**src/rtl/stack_run_controller.sv**
```systemverilog
// Job sequencer for one stack processor core: latches a job, pulses core reset,
// watches for halt/timeout/abort, captures the stack and reports a status code.
module stack_run_controller #(
    parameter int unsigned RESET_CYCLES = 2,
    parameter int unsigned HALT_WINDOW  = 4
) (
    input  logic        CLK,
    input  logic        reset,
    input  logic        start,
    input  logic [15:0] start_addr,
    input  logic [15:0] arg0,
    input  logic [15:0] arg1,
    input  logic [31:0] timeout_cycles,
    input  logic        abort,
    output logic        busy,
    output logic        done,
    output logic [1:0]  status,
    output logic [15:0] result_top,
    output logic [15:0] result_second,
    output logic [31:0] result_icount,
    output logic [31:0] run_cycles,
    output logic        proc_reset,
    output logic [15:0] proc_pc_reset_address,
    output logic [15:0] proc_getin,
    output logic [15:0] proc_getin2,
    input  logic [15:0] proc_top_of_stack,
    input  logic [15:0] proc_second_of_stack,
    input  logic [31:0] proc_inst_count
);

    localparam int unsigned RCW = $clog2(RESET_CYCLES + 1);
    localparam int unsigned HWW = $clog2(HALT_WINDOW + 1);

    localparam logic [1:0] ST_HALT    = 2'b00;
    localparam logic [1:0] ST_TIMEOUT = 2'b01;
    localparam logic [1:0] ST_ABORT   = 2'b10;

    typedef enum logic [2:0] {
        S_IDLE,
        S_PRST,
        S_RUN,
        S_CAPT,
        S_DONE
    } state_t;

    state_t state, state_nx;

    logic [RCW-1:0] rst_cnt;
    logic [HWW-1:0] stall_cnt;
    logic [31:0]    prev_icount;
    logic [31:0]    timeout_q;
    logic [1:0]     exit_code;

    logic [HWW-1:0] stall_nx_c;
    logic [31:0]    run_inc_c;
    logic           halt_c;
    logic           timeout_c;
    logic [1:0]     exit_code_c;

    // State register
    always_ff @(posedge CLK or negedge reset) begin
        if (!reset) begin
            state <= S_IDLE;
        end else begin
            state <= state_nx;
        end
    end

    // Next state plus halt/timeout/abort detection
    always_comb begin
        state_nx    = state;
        exit_code_c = ST_HALT;
        run_inc_c   = (run_cycles == 32'hFFFF_FFFF) ? run_cycles : run_cycles + 32'd1;
        stall_nx_c  = ((proc_inst_count == prev_icount) && (proc_inst_count != 32'd0))
                      ? stall_cnt + HWW'(1) : HWW'(0);
        halt_c      = (stall_nx_c == HWW'(HALT_WINDOW));
        timeout_c   = (timeout_q != 32'd0) && (run_inc_c == timeout_q);

        unique case (state)
            S_IDLE: begin
                if (start) state_nx = S_PRST;
            end
            S_PRST: begin
                if (abort) begin
                    state_nx    = S_CAPT;
                    exit_code_c = ST_ABORT;
                end else if (rst_cnt == RCW'(0)) begin
                    state_nx = S_RUN;
                end
            end
            S_RUN: begin
                if (abort) begin
                    state_nx    = S_CAPT;
                    exit_code_c = ST_ABORT;
                end else if (halt_c) begin
                    state_nx    = S_CAPT;
                    exit_code_c = ST_HALT;
                end else if (timeout_c) begin
                    state_nx    = S_CAPT;
                    exit_code_c = ST_TIMEOUT;
                end
            end
            S_CAPT:  state_nx = S_DONE;
            S_DONE:  state_nx = S_IDLE;
            default: state_nx = S_IDLE;
        endcase
    end

    // Registered outputs, job latches and counters
    always_ff @(posedge CLK or negedge reset) begin
        if (!reset) begin
            busy                  <= 1'b0;
            done                  <= 1'b0;
            status                <= ST_HALT;
            result_top            <= 16'd0;
            result_second         <= 16'd0;
            result_icount         <= 32'd0;
            run_cycles            <= 32'd0;
            proc_reset            <= 1'b1;
            proc_pc_reset_address <= 16'd0;
            proc_getin            <= 16'd0;
            proc_getin2           <= 16'd0;
            rst_cnt               <= RCW'(0);
            stall_cnt             <= HWW'(0);
            prev_icount           <= 32'd0;
            timeout_q             <= 32'd0;
            exit_code             <= ST_HALT;
        end else begin
            busy <= (state_nx != S_IDLE);
            done <= (state_nx == S_DONE);
            // Core stays in reset through CAPT when the job never left PRST
            proc_reset <= !((state_nx == S_RUN) ||
                            ((state_nx == S_CAPT) && (state == S_RUN)));

            if (((state == S_PRST) || (state == S_RUN)) && (state_nx == S_CAPT)) begin
                exit_code <= exit_code_c;
            end

            unique case (state)
                S_IDLE: begin
                    if (start) begin
                        proc_pc_reset_address <= start_addr;
                        proc_getin            <= arg0;
                        proc_getin2           <= arg1;
                        timeout_q             <= timeout_cycles;
                        run_cycles            <= 32'd0;
                        stall_cnt             <= HWW'(0);
                        prev_icount           <= 32'd0;
                        rst_cnt               <= RCW'(RESET_CYCLES - 1);
                    end
                end
                S_PRST: begin
                    if (rst_cnt != RCW'(0)) rst_cnt <= rst_cnt - RCW'(1);
                end
                S_RUN: begin
                    run_cycles  <= run_inc_c;
                    stall_cnt   <= stall_nx_c;
                    prev_icount <= proc_inst_count;
                end
                S_CAPT: begin
                    result_top    <= proc_top_of_stack;
                    result_second <= proc_second_of_stack;
                    result_icount <= proc_inst_count;
                    status        <= exit_code;
                end
                default: ;
            endcase
        end
    end

endmodule

```
**config.mk**
```make
export PLATFORM = sky130hd
export DESIGN_NAME = stack_run_controller
export DESIGN_NICKNAME = d
export VERILOG_FILES = /design/src/rtl/stack_run_controller.sv
export SDC_FILE = /design/constraint.sdc
export NUM_CORES = 1
export LEC_CHECK = 0
export ABC_AREA = 1
export CAP_MARGIN = 20
export CORE_ASPECT_RATIO = 1.1
export CORE_MARGIN = 2
export CORE_UTILIZATION = 30
export CTS_CLUSTER_SIZE = 25
export DETAILED_ROUTE_END_ITERATION = 10
export GPL_TIMING_DRIVEN = 0
export PLACE_DENSITY = 0.64
export SLEW_MARGIN = 40
export SYNTH_ARGS = -nofsm -noshare
export SYNTH_HDL_FRONTEND = slang
export SYNTH_SLANG_ARGS = --single-unit
```
**constraint.sdc**
```tcl
create_clock -name CLK -period 2.3 [get_ports CLK]
set_input_delay 0.23 -clock CLK [delete_from_list [all_inputs] [get_ports CLK]]
set_output_delay 0.23 -clock CLK [all_outputs]
set_load 0.02 [all_outputs]
```
* Word-level counts from Yosys, hierarchy flattened *
Cells that the tools add are included.

word-level totals
  register bits = 223
  input bits = 148
  output and inout port bits = 149
  logic and storage cells = 72

operators by class
  add/sub/neg operators = 3
  equal/unequal tests = 12
  reduce and logical (&&, ||, !) cells = 18
  mux-type cells = 22

operators by type and width
  kind                                                              count
  32-bit one-hot mux with 2 select lines                            2
  32-bit == test                                                    2
  32-bit two-way mux                                                2
  32-bit nonzero test                                               2
  32-bit by 1-bit adder with 32-bit output (second input constant)  1
  32-bit == test (second input constant)                            1
  3-bit two-way mux                                                 8
  3-bit by 2-bit == test with 1-bit output (second input constant)  4
  3-bit one-hot mux with 4 select lines                             1
  2-bit two-way mux                                                 4
  2-bit one-hot mux with 2 select lines                             2
  3-bit == test (second input constant)                             2
  3-bit one-hot mux with 2 select lines                             1
  2-bit nonzero test                                                3
  1-bit logical AND                                                 4
  2-bit AND reduction                                               2
  3-bit by 1-bit adder with 3-bit output (second input constant)    1
  3-bit by 1-bit == test with 1-bit output (second input constant)  1
  3-bit zero test                                                   1
  3-bit AND reduction                                               1
  3-bit nonzero test                                                1
  2-bit zero test                                                   1
  1-bit logical OR                                                  2
  1-bit two-way mux                                                 2
  4 further kinds                                                   4

* Depth between registers and ports, before layout *
Gate-level depths: netlist (run 1).

  word-level depth = 12
  gate-level depth with buffers = 21
  depth with buffers taken out = 20

* Least setup slack after synthesis (run 1) *
No wires, ideal clock.

  path type = register -> register
  start point = register run_cycles[0]
  end point = register exit_code[0]
  path buffers = 2
  data required time = 2183 ps
  clock period less this slack = 2481 ps
  data arrival time = 2363 ps
  path slack = -181 ps
  cell stages (with the launch flop) = 19
  library setup time = 117 ps
  cells stage by stage = dfrtp_1 ha_1 nand2_2 nor2_4 nand2_4 nor2_8 nand2_4 buf_6 buf_6 nand3_1 nand3_1 nor2_1 nand2_1 nor2_1 nand2_1 nand2_2 nand2_2 nand3_1 nand2_1

on the way
  longest elaborated chain between the ends = 10
  elaborated cells on any way between the ends = 15
  classes of those cells = 1 x add/sub; 3 x eq/ne; 9 x mux; 2 x reduce/logical

ends and longest elaborated chain
  element                                                                     RTL line  source
  from (decl)                                                                 21        output logic [31:0] run_cycles,
  from (signal assigned)                                                      156       run_cycles <= run_inc_c;
  32-bit by 1-bit adder with 32-bit output or 32-bit == test (tied branches)  73        run_inc_c = (run_cycles == 32'hFFFF_FFFF) ? run_cycles : run_cycles + 32'd1;
  32-bit two-way mux *                                                        73
  32-bit == test *                                                            77        timeout_c = (timeout_q != 32'd0) && (run_inc_c == timeout_q);
  1-bit logical AND *                                                         77
  3-bit two-way mux                                                           98        end else if (timeout_c) begin
  3-bit two-way mux                                                           95        end else if (halt_c) begin
  3-bit two-way mux                                                           92        if (abort) begin
  3-bit one-hot mux with 4 select lines                                       79        unique case (state)
  3-bit by 2-bit == test with 1-bit output                                    135       if (((state == S_PRST) || (state == S_RUN)) && (state_nx == S_CAPT)) begin
  1-bit logical AND                                                           135
  to (signal assigned)                                                        136       exit_code <= exit_code_c;
  to (decl)                                                                   52        logic [1:0] exit_code;

Mark *: on every way between the ends. The rest lies on a longest branch, timed or not.
A chain may end at the register's enable or synchronous reset.

* Final worst setup path (run 1) *
  start point = register run_cycles[7]
  end point = register exit_code[0]

The elaborated chain is that of the path after synthesis.

==> results.md, run 1 <==
* Cell row count at 73
* H-tree levels at 1
* Clock-pin slew on the worst setup and hold paths at 0.06 ns
* Cells after synthesis at 1369
* Yosys top cell area share at 50.8%
* WP buf/inv at 1
* Critical path peak fanout at 8
* Hpwl dp at 30700 um
* Clock latency on the worst-skew pair at 0.54 ns
* Async S/R FF share, synth at 100%
* Fmax at 395 MHz
* RSZ-0062 raised after global routing: yes
* Syn Std Cell Area at 10900 sq um
* WS Path Type: flop to flop
* CP Capture Type: flop
* Hold Fails Final Rpt at 0
* CTS Buf Count at 26
* WL per Instance at 17.6 um
* Outcome: finished with violations
* CTS tree: built
* Fill count at 3546
* Die X at 186 um
* Pwr per Cell Area at 1230 nW/um^2
* Residual DRC at 0
* Count leader, synth: nand2_1
* IO Port Bufs at 296
* Seq/Total Area, Yosys at 51.0%
* Grt ovf at 0
* Crit-path cells: nand2_1 > nor2_4 > nand2_4 > nor2_8 > nand2_8 > buf_8 > nand2_2 > nand2_2 > nand2_2 > nand4_1 > nor2_1 > nand2_1 > nor2_1 > nand2_1 > nand2_2 > nand2_4 > nand3_2 > nand2_1
* Max stage delay on crit path at 0.45 ns
* Final ANT Viol Nets at 0
* Initial antenna violation count at 2
* Slowest stage cell, crit path: dfrtp_2
* Final WS setup at -0.234 ns
* Vias in the first global route at 11100
* Final Power at 0.0200 W
* Total area of sequential cells at 5610 sq um
* Drt pass-1 iters at 5
* Main synth FF type: dfrtp_1
* Initial core utilization at 30.3%
* Iter 0 DRT Violations at 762
* Layout net count at 1895
* Final GP Congestion at 0.917
* Post-Syn Nets at 1520
* Startpoint types: flop
* Tmin final at 2.53 ns
* Vias at 10700
* Final wirelength at 39700 um
* EDFF count, synth at 0
* Longest Clk Path Bufs at 3
* Worst min-delay path category: input pin to asynchronous set/reset pin
* Core Region at 36100 sq um
* Worst-margin pin slew at 0.592 ns
* DIE AREA at 38000 sq um
* Final setup fails at 5
* Clock Sinks at 223
* Flop2flop setup slack at -0.23 ns
* P&R area growth vs syn at 48.6%
* Tcrit/Tclk final at 110%
* Max-Cap Viols at 0
* First-pass GRT wire length at 61100 um
* Synth area leaders: dfrtp_1 (51%), nand2_1 (16%), inv_1 (5.0%), mux2_2 (4.9%), nor2_1 (4.4%)
* Synth cell types at 31
* #FFs+latches synth at 223
* Slew Viols, Final at 0
* Yosys warns at 0
* Mean Syn Cell Area at 7.99 sq um
* All-Layer GR Usage at 21.0%
* Failing checks: setup timing
* Leak at 7.40 nW
* Critical Path RT at 2.72 ns
* IO Pins at 297
* Area of the multi-input gates at 4960 sq um
* Largest delay share family, worst path: simple AND/OR/NAND/NOR gates
* Root buffer cell: clkbuf_16
* Peak VDD IR at 901 uV
* Post-synth top cells: nand2_1 (452), dfrtp_1 (222), inv_1 (145)
* Area leader, netlist: dfrtp_1
* Vias per cell at 4.74
* Largest net degree at the start of global routing at 69
* Die Y at 204 um
* Crit path DAT at 2.96 ns
* Rel. slew slack at 60.5%
* Finished Core Util at 45.0%
* Setup Skew at 0.00826 ns
* Layout cells sized above 1 at 16.0%
[power by group]
part | total [W] | switching (W) | internal [W]
Combinational | 0.00940 | 0.00539 | 0.00401
Clock | 0.00396 | 0.00168 | 0.00228
Sequential | 0.00659 | 0.000996 | 0.00560
[flip-flops by register name, summed over array words and instances (netlist names)]
register               count
busy                       1
done                       1
exit_code                  2
prev_icount               32
proc_getin                16
proc_getin2               16
proc_pc_reset_address     16
proc_reset                 1
result_icount             32
result_second             16
result_top                16
rst_cnt                    2
run_cycles                32
stall_cnt                  3
state                      3
status                     2
timeout_q                 32
[cell type report]
type / instances / area share [%]
flip-flops and latches: 223 / 34.5
multi-input cells: 949 / 30.5
repair buffers: 347 / 21.3
clock buffers: 39 / 4.67
well taps: 487 / 3.75
inverters: 150 / 3.49
plain buffers: 47 / 1.39
clock inverters: 9 / 0.346
diodes: 1 / 0.0154
[worst register-to-register path, cell delays in order, from the launching register on]
cell     delay (ns)
dfrtp_2        0.45
nand2_1        0.18
nor2_4         0.16
nand2_4        0.09
nor2_8         0.14
nand2_8        0.12
buf_8          0.16
nand2_2        0.07
nand2_2        0.06
nand2_2        0.08
nand4_1        0.16
nor2_1         0.17
nand2_1        0.08
nor2_1         0.11
nand2_1        0.10
nand2_2        0.11
nand2_4        0.07
nand3_2        0.06
nand2_1        0.05
[logic make-up (layout without fill, tap and decap cells)]
family	count (synthesis)	count (layout)	synth area share, %
simple gates	743	743	28.6
other cells	0	1	0
compound gates	136	136	6.65
xor+xnor	19	19	1.52
buf+inv	197	592	6.94
flops	223	223	51.0
fa+ha+maj	3	3	0.343
mux	48	48	4.94
[worst paths after layout]
path	start	cells past startpoint	end
setup reg to reg	run_cycles[7]	18	exit_code[0]
max in group asynchronous	reset	4	proc_reset
hold / removal	reset	2	run_cycles[27]
hold reg to reg	result_top[9]	2	result_top[9]
min in group CLK	proc_second_of_stack[9]	3	result_second[9]
setup / recovery	run_cycles[7]	18	exit_code[0]
[metrics by stage]
step / hold slack [ns] / setup TNS, ns / std cells / setup slack (ns) / area, sq um
after floorplan: -0.0656 / 0 / 1369 / 0.0207 / 11000
final: 0.128 / -0.946 / 2252 / -0.234 / 16300
after detailed placement: 0.0902 / -15.58 / 2155 / -0.566 / 14600
after global routing: 0.138 / -1.23 / 2252 / -0.297 / 16300
after global placement: 0.453 / -2020.82 / 2152 / -9.84 / 14500
after CTS: 0.110 / -0.607 / 2241 / -0.170 / 16000
[repair_timing]
action,in CTS,in global routing
endpoints found under the setup margin,27,61
setup buffers,35,10
pin swaps,21,9
hold endpoints to repair,157,0
hold buffers,1,0
gates resized for setup,87,63
cloned,2,0
[layout by cell type, fill, tap and decap left out, types with 7 or more instances in the layout]
master	n
nor2_1	99
nor2_2	18
o22ai_1	33
nand2_1	415
inv_1	141
nand2_2	37
nand3_1	85
nand4_1	33
nor3_1	9
xnor2_1	9
a21oi_1	34
dfrtp_1	200
mux2_2	48
clkbuf_16	26
clkbuf_1	36
clkinv_2	8
dfrtp_2	22
xor2_1	7
o21ai_0	64
nand3_2	16
nor2_4	15
buf_4	44
clkdlybuf4s50_1	295
[routing by layer]
metal	track usage, %	part of all wire [%]	vias up	wire (um)
met5	0	0.033	-	13
met3	5.15	8.0	85	3160
met2	35.6	49	415	19300
met1	25.6	39	5038	15600
met4	7.96	3.9	2	1550
li1	-	-	5143	-
Power figures use the tool's default switching activity.
==> run 2: changes to the inputs <==
--- a/config.mk
+++ b/config.mk
@@ -6,6 +6,7 @@
 export NUM_CORES = 1
 export LEC_CHECK = 0
 export ABC_AREA = 1
+export ABC_CLOCK_PERIOD_IN_PS = 2300
 export CAP_MARGIN = 20
 export CORE_ASPECT_RATIO = 1.1
 export CORE_MARGIN = 2
@@ -13,6 +14,7 @@
 export CTS_CLUSTER_SIZE = 25
 export DETAILED_ROUTE_END_ITERATION = 10
 export GPL_TIMING_DRIVEN = 0
+export MAX_ROUTING_LAYER = met4
 export PLACE_DENSITY = 0.64
 export SLEW_MARGIN = 40
 export SYNTH_ARGS = -nofsm -noshare
==> run 2 against run 1 <==
The flow still finishes with violations (setup timing). Maximum frequency is 3.6% higher. Via count is 0.95% higher. Worst setup slack better by 0.088 ns. Clock-buffer cell count is 2 lower. Hold slack worse by 0.038 ns. Critical path depth is 1 higher. Critical path type unchanged. Largest cell class unchanged. Largest power group unchanged.
==> results.md, run 2 (synthesis results as in run 1) <==
* Outcome: finished with violations
* Failing checks: setup timing
* CTS Buf Count at 26 (unchanged)
* Setup TNS at -0.490 ns (+0.456 ns)
* Commonest non-fill, non-tap cell in the layout: nand2_1
* Startpoint types: flop
* Hpwl dp at 30800 um (+0.32%)
* Die X at 186 um (unchanged)
* Worst Hold Slack at 0.0907 ns (-0.0377 ns)
* Largest net degree at the start of global routing at 72 (+4.3%)
* Die Y at 204 um (unchanged)
* Max-Cap Viols at 0 (unchanged)
* Crit-path cells: nand2_2 > nor2_4 > nand2_4 > nor2_8 > nand2_8 > buf_8 > buf_8 > nand2_4 > nand2_2 > nand2_2 > nand3_2 > nor2_2 > nand2_1 > nor2_1 > nand2_1 > nand2_2 > nand2_4 > nand3_2 > nand2_1
* Worst-margin pin slew at 0.645 ns (+0.0527 ns)
* Final WS setup at -0.145 ns (+0.0883 ns)
* Iter 0 DRT Violations at 697 (-8.5%)
* Worst min-delay path category: input pin to asynchronous set/reset pin
* All-Layer GR Usage at 21.8% (+0.76 points)
* Longest Clk Path Bufs at 3 (unchanged)
* Fill count at 3498 (-1.4%)
* CP Capture Type: flop
* Root buffer cell: clkbuf_16
* Max stage delay on crit path at 0.44 ns (about the same)
* Vias in the first global route at 11200 (+1.1%)
* Initial antenna violation count at 5 (+3)
* Vias at 10800 (+0.95%)
* Crit path DAT at 2.89 ns (-0.07 ns)
* Tmin final at 2.45 ns (-0.0883 ns)
* WL per Instance at 18.0 um (+1.9%)
* Final GP Congestion at 0.912 (-0.51%)
* Setup Skew at 0.0130 ns (+0.00478 ns)
* Commonest non-fill, non-tap cells in the layout: nand2_1 (383), clkdlybuf4s50_1 (295), dfrtp_1 (199), inv_1 (140), nor2_1 (90)
* Final ANT Viol Nets at 0 (unchanged)
* Final wirelength at 40600 um (+2.3%)
* Hold Fails Final Rpt at 0 (unchanged)
* Pwr per Cell Area at 1240 nW/um^2 (+0.81%)
* Clock Sinks at 223 (unchanged)
* Rel. slew slack at 57.0% (-3.5 points)
* Total area of sequential cells at 5610 sq um (about the same)
* Most frequent CP cell: nand2_2
* Core Region at 36100 sq um (unchanged)
* CTS tree: built
* Slew Viols, Final at 0 (unchanged)
* IO Port Bufs at 296 (unchanged)
* Tcrit/Tclk final at 106% (-3.8 points)
* Finished Core Util at 46.1% (+1.1 points)
* Leak at 7.50 nW (+1.2%)
* Slowest stage cell, crit path: dfrtp_2
* Final Power at 0.0206 W (+3.3%)
* Largest delay share family, worst path: simple AND/OR/NAND/NOR gates
* IO Pins at 297 (unchanged)
* Final setup fails at 5 (unchanged)
* RSZ-0062 raised after global routing: yes
* Peak VDD IR at 828 uV (-8.1%)
* P&R area growth vs syn at 52.2%
* Critical path peak fanout at 7 (-1)
* WP buf/inv at 2 (+1)
* WS Path Type: flop to flop
* Residual DRC at 0 (unchanged)
* Layout net count at 1898 (+0.16%)
* Critical Path RT at 2.74 ns (+0.02 ns)
* Area of the multi-input gates at 5260 sq um (+6.0%)
* Drt pass-1 iters at 5 (unchanged)
* First-pass GRT wire length at 61400 um (+0.43%)
* Clock latency on the worst-skew pair at 0.56 ns (+0.02 ns)
* Vias per cell at 4.77 (+0.64%)
* Fmax at 409 MHz (+3.6%)
* Initial core utilization at 30.3% (unchanged)
* Clock-pin slew on the worst setup and hold paths at 0.06 ns (about the same)
* Cell row count at 73 (unchanged)
* H-tree levels at 1 (unchanged)
* Layout cells sized above 1 at 19.8% (+3.8 points)
* Grt ovf at 0 (unchanged)
* DIE AREA at 38000 sq um (unchanged)
-- run 2: metal layers --
metal	wire (um)	global-route usage, %	vias up
li1	-	-	5153
met1	16200	25.3	5144
met2	19700	36.0	384
met3	2800	4.86	104
met4	1830	9.31	0
met5	0	-	-
-- run 2: final timing paths --
check	from	to	slack, ns	depth (start not counted)
max	run_cycles[4]	exit_code[1]	-0.15	19
max reg2reg	run_cycles[4]	exit_code[1]	-0.15	19
min reg2reg	result_top[12]	result_top[12]	0.47	2
min	reset	run_cycles[22]	0.09	2
min in group CLK	proc_top_of_stack[2]	result_top[2]	0.21	3
max in group asynchronous	reset	proc_reset	1.18	4
-- run 2: timing repair --
action / CTS / global route
gates cloned: 1 / 0
buffers inserted: 43 / 7
setup endpoints to repair: 45 / 75
hold buffers: 1 / 0
pin swaps: 34 / 44
hold endpoints to repair: 157 / 0
gates resized for setup: 128 / 104
-- run 2: where the power goes --
group / switching (W) / internal (W)
combinational: 0.00555 / 0.00412
clock: 0.00180 / 0.00251
sequential: 0.00103 / 0.00560
total: 0.00837 / 0.0122
-- run 2: per-stage QoR --
stage               std cells  setup slack, ns  instance area (sq um)
CTS                      2248           -0.119                  16300
global placement         2152            -9.77                  14500
detailed placement       2155           -0.571                  14600
global route             2259           -0.315                  16600
finish                   2259           -0.145                  16600
floorplan                1369           0.0207                  11000
-- run 2: area by class of cell --
type	count	area share, %
Timing Repair Buffer	350	20.9
Clock inverter	11	0.812
Multi-Input combinational cell	949	31.6
Buffer	47	1.40
Clock buffer	37	4.52
Tap cell	487	3.66
Inverter	150	3.41
Sequential cell	223	33.7
Antenna cell	5	0.0752
==> run 3: changes to the inputs <==
--- a/config.mk
+++ b/config.mk
@@ -20,3 +20,4 @@
 export SYNTH_ARGS = -nofsm -noshare
 export SYNTH_HDL_FRONTEND = slang
 export SYNTH_SLANG_ARGS = --single-unit
+export TNS_END_PERCENT = 5
==> run 3 against run 2 <==
The run still ends with setup timing left. Global-route usage is the same. Register-to-register slack is essentially flat. Non-clock buffer count is the same. Clock skew is essentially flat. Power is essentially flat. First-iteration DRC count shrank 3.9%. Critical path depth shrank 1. Sequential share of layout area is essentially flat. Cell count is the same. Design area is essentially flat. Die area is the same. Critical endpoint unchanged.
==> results.md, run 3 (synthesis results as in run 1) <==
* Largest delay share family, worst path: simple AND/OR/NAND/NOR gates
* IO Pins at 297 (unchanged)
* Core Region at 36100 sq um (unchanged)
* DIE AREA at 38000 sq um (unchanged)
* Grt ovf at 0 (unchanged)
* WS Path Type: flop to flop
* Largest net degree at the start of global routing at 72 (unchanged)
* Vias at 10800 (+0.16%)
* Net Sw Frac at 40.6% (about the same)
* Vias in the first global route at 11200 (unchanged)
* Failing checks: setup timing
* Hold Fails Final Rpt at 0 (unchanged)
* CP Capture Type: flop
* Clock group share of total power at 20.9% (about the same)
* Most frequent CP cell: nand2_2
* Final ANT Viol Nets at 0 (unchanged)
* Setup Skew at 0.0131 ns (+0.0000316 ns)
* Commonest non-fill, non-tap cell in the layout: nand2_1
* Clock-pin slew on the worst setup and hold paths at 0.06 ns (about the same)
* Startpoint types: flop
* CTS tree: built
* Max-Cap Viols at 0 (unchanged)
* Flop2flop setup slack at -0.15 ns (about the same)
* Reg2Reg Depth at 18 (-1)
* Final Instance Area at 16600 sq um (about the same)
* Combinational cell fraction of total power at 46.9% (about the same)
* CTS Buf Count at 26 (unchanged)
* Pwr per Cell Area at 1240 nW/um^2 (about the same)
* Root buffer cell: clkbuf_16
* Critical Path RT at 2.74 ns (about the same)
* P&R area growth vs syn at 52.1% (about the same)
* P_int at 0.0122 W (about the same)
* First-pass GRT wire length at 61400 um (unchanged)
* Die Y at 204 um (unchanged)
* Rel. slew slack at 57.1% (+0.12 points)
* RR Endpoint: exit_code[1]
* Tmin final at 2.45 ns (+0.00485 ns)
* Crit path DAT at 2.89 ns (about the same)
* RSZ-0062 raised after global routing: yes
* H-tree levels at 1 (unchanged)
* WL per Instance at 17.9 um (about the same)
* Tcrit/Tclk final at 107% (+0.21 points)
* Leak at 7.48 nW (-0.22%)
* Outcome: finished with violations
* Crit. path cell count at 18 (-1)
* Residual DRC at 0 (unchanged)
* Crit-path cells: nand2_2 > nor2_4 > nand2_4 > nor2_8 > nand2_8 > buf_8 > nand2_4 > nand2_2 > nand2_2 > nand4_1 > nor2_2 > nand2_1 > nor2_1 > nand2_1 > nand2_2 > nand2_4 > nand3_2 > nand2_1
* WP buf/inv at 1 (-1)
* Final wirelength at 40500 um (about the same)
* Hpwl dp at 30800 um (unchanged)
* Final WS setup at -0.150 ns (-0.00485 ns)
* Slowest stage cell, crit path: dfrtp_2
* Cell row count at 73 (unchanged)
* Final Power at 0.0206 W (about the same)
* All-Layer GR Usage at 21.8% (unchanged)
* Critical path peak fanout at 7 (unchanged)
* Share of power burned in registers at 32.2% (about the same)
* IO Port Bufs at 296 (unchanged)
* Clock Sinks at 223 (unchanged)
* Commonest non-fill, non-tap cells in the layout: nand2_1 (383), clkdlybuf4s50_1 (295), dfrtp_1 (199), inv_1 (140), nor2_1 (90)
* Post-DP Area at 14600 sq um (unchanged)
* Drt pass-1 iters at 5 (unchanged)
* Layout cells sized above 1 at 19.6% (-0.11 points)
* Longest Clk Path Bufs at 3 (unchanged)
* Iter 0 DRT Violations at 670 (-3.9%)
* Worst-margin pin slew at 0.643 ns (-0.00179 ns)
* Vias per cell at 4.78 (+0.16%)
* Psw at 0.00836 W (-0.13%)
* Layout net count at 1898 (unchanged)
* Worst min-delay path category: input pin to asynchronous set/reset pin
* Final GP Congestion at 0.912 (unchanged)
* Fmax at 408 MHz (-0.20%)
* Initial antenna violation count at 5 (unchanged)
* Die X at 186 um (unchanged)
* Final setup fails at 5 (unchanged)
* Slew Viols, Final at 0 (unchanged)
* Peak VDD IR at 828 uV (about the same)
* Clock latency on the worst-skew pair at 0.56 ns (about the same)
* Max stage delay on crit path at 0.44 ns (about the same)
* Initial core utilization at 30.3% (unchanged)
* Reg2reg start: run_cycles[4]
[run 3: cell count changes in the layout (fill, tap and decap cells not counted)]
cell      before  now
clkbuf_1      34   36
clkbuf_2       8    6
nand2_2       58   59
nand2_4       16   15
[run 3: final cells by class]
cell class	instances	area [sq um]
Inverter	150	567
Clock buffer	37	752
Multi-Input combinational cell	949	5250
Timing Repair Buffer	350	3470
Tap cell	487	609
Fill cell	3496	19400
Clock inverter	11	135
Antenna cell	5	12.5
Sequential cell	223	5610
Buffer	47	230
[run 3: per-stage QoR]
step | cells | hold slack, ns | setup TNS [ns] | utilization [%] | setup slack (ns)
floorplan | 1369 | -0.0656 | 0 | - | 0.0207
global placement | 2152 | 0.454 | -2007.41 | 40.3 | -9.77
detailed placement | 2155 | 0.0751 | -16.43 | 40.5 | -0.571
CTS | 2248 | 0.0791 | -0.361 | 45.0 | -0.119
global route | 2259 | 0.0973 | -2.28 | 46.1 | -0.315
finish | 2259 | 0.0908 | -0.520 | 46.1 | -0.150
[run 3: layer usage]
metal	routed length, um	share of wire (%)	GRT usage, %
met3	2800	6.9	4.86
met2	19600	48	36.0
met4	1800	4.5	9.31
met5	0	0	-
met1	16300	40	25.3
[run 3: how the worst max path moves through the flow]
stage	start	to	slack (ns)
after floorplan	run_cycles[0]	exit_code[0]	0.02
after global placement	reset	run_cycles[0]	-9.77
after detailed placement	run_cycles[0]	exit_code[1]	-0.57
after CTS	run_cycles[1]	exit_code[1]	-0.12
after global routing	run_cycles[7]	exit_code[1]	-0.32
final	run_cycles[4]	exit_code[1]	-0.15
[run 3: timing repair]
item,CTS,global route
resized for setup,125,102
endpoints found under the setup margin,45,75
hold buffers,1,0
pin swaps,33,44
buffers inserted,43,7
hold endpoints to repair,157,0
gates cloned,1,0
[run 3: power groups by stage]
| stage | registers [W] | logic [W] | clock network [W] |
|---|---|---|---|
| after global routing | 0.00682 | 0.0105 | 0.00453 |
| after floorplan | 0.00781 | 0.00361 | 0 |
| after global placement | 0.00663 | 0.00887 | 0 |
| after detailed placement | 0.00669 | 0.00897 | 0 |
| after CTS | 0.00661 | 0.00944 | 0.00438 |
| final | 0.00662 | 0.00965 | 0.00431 |
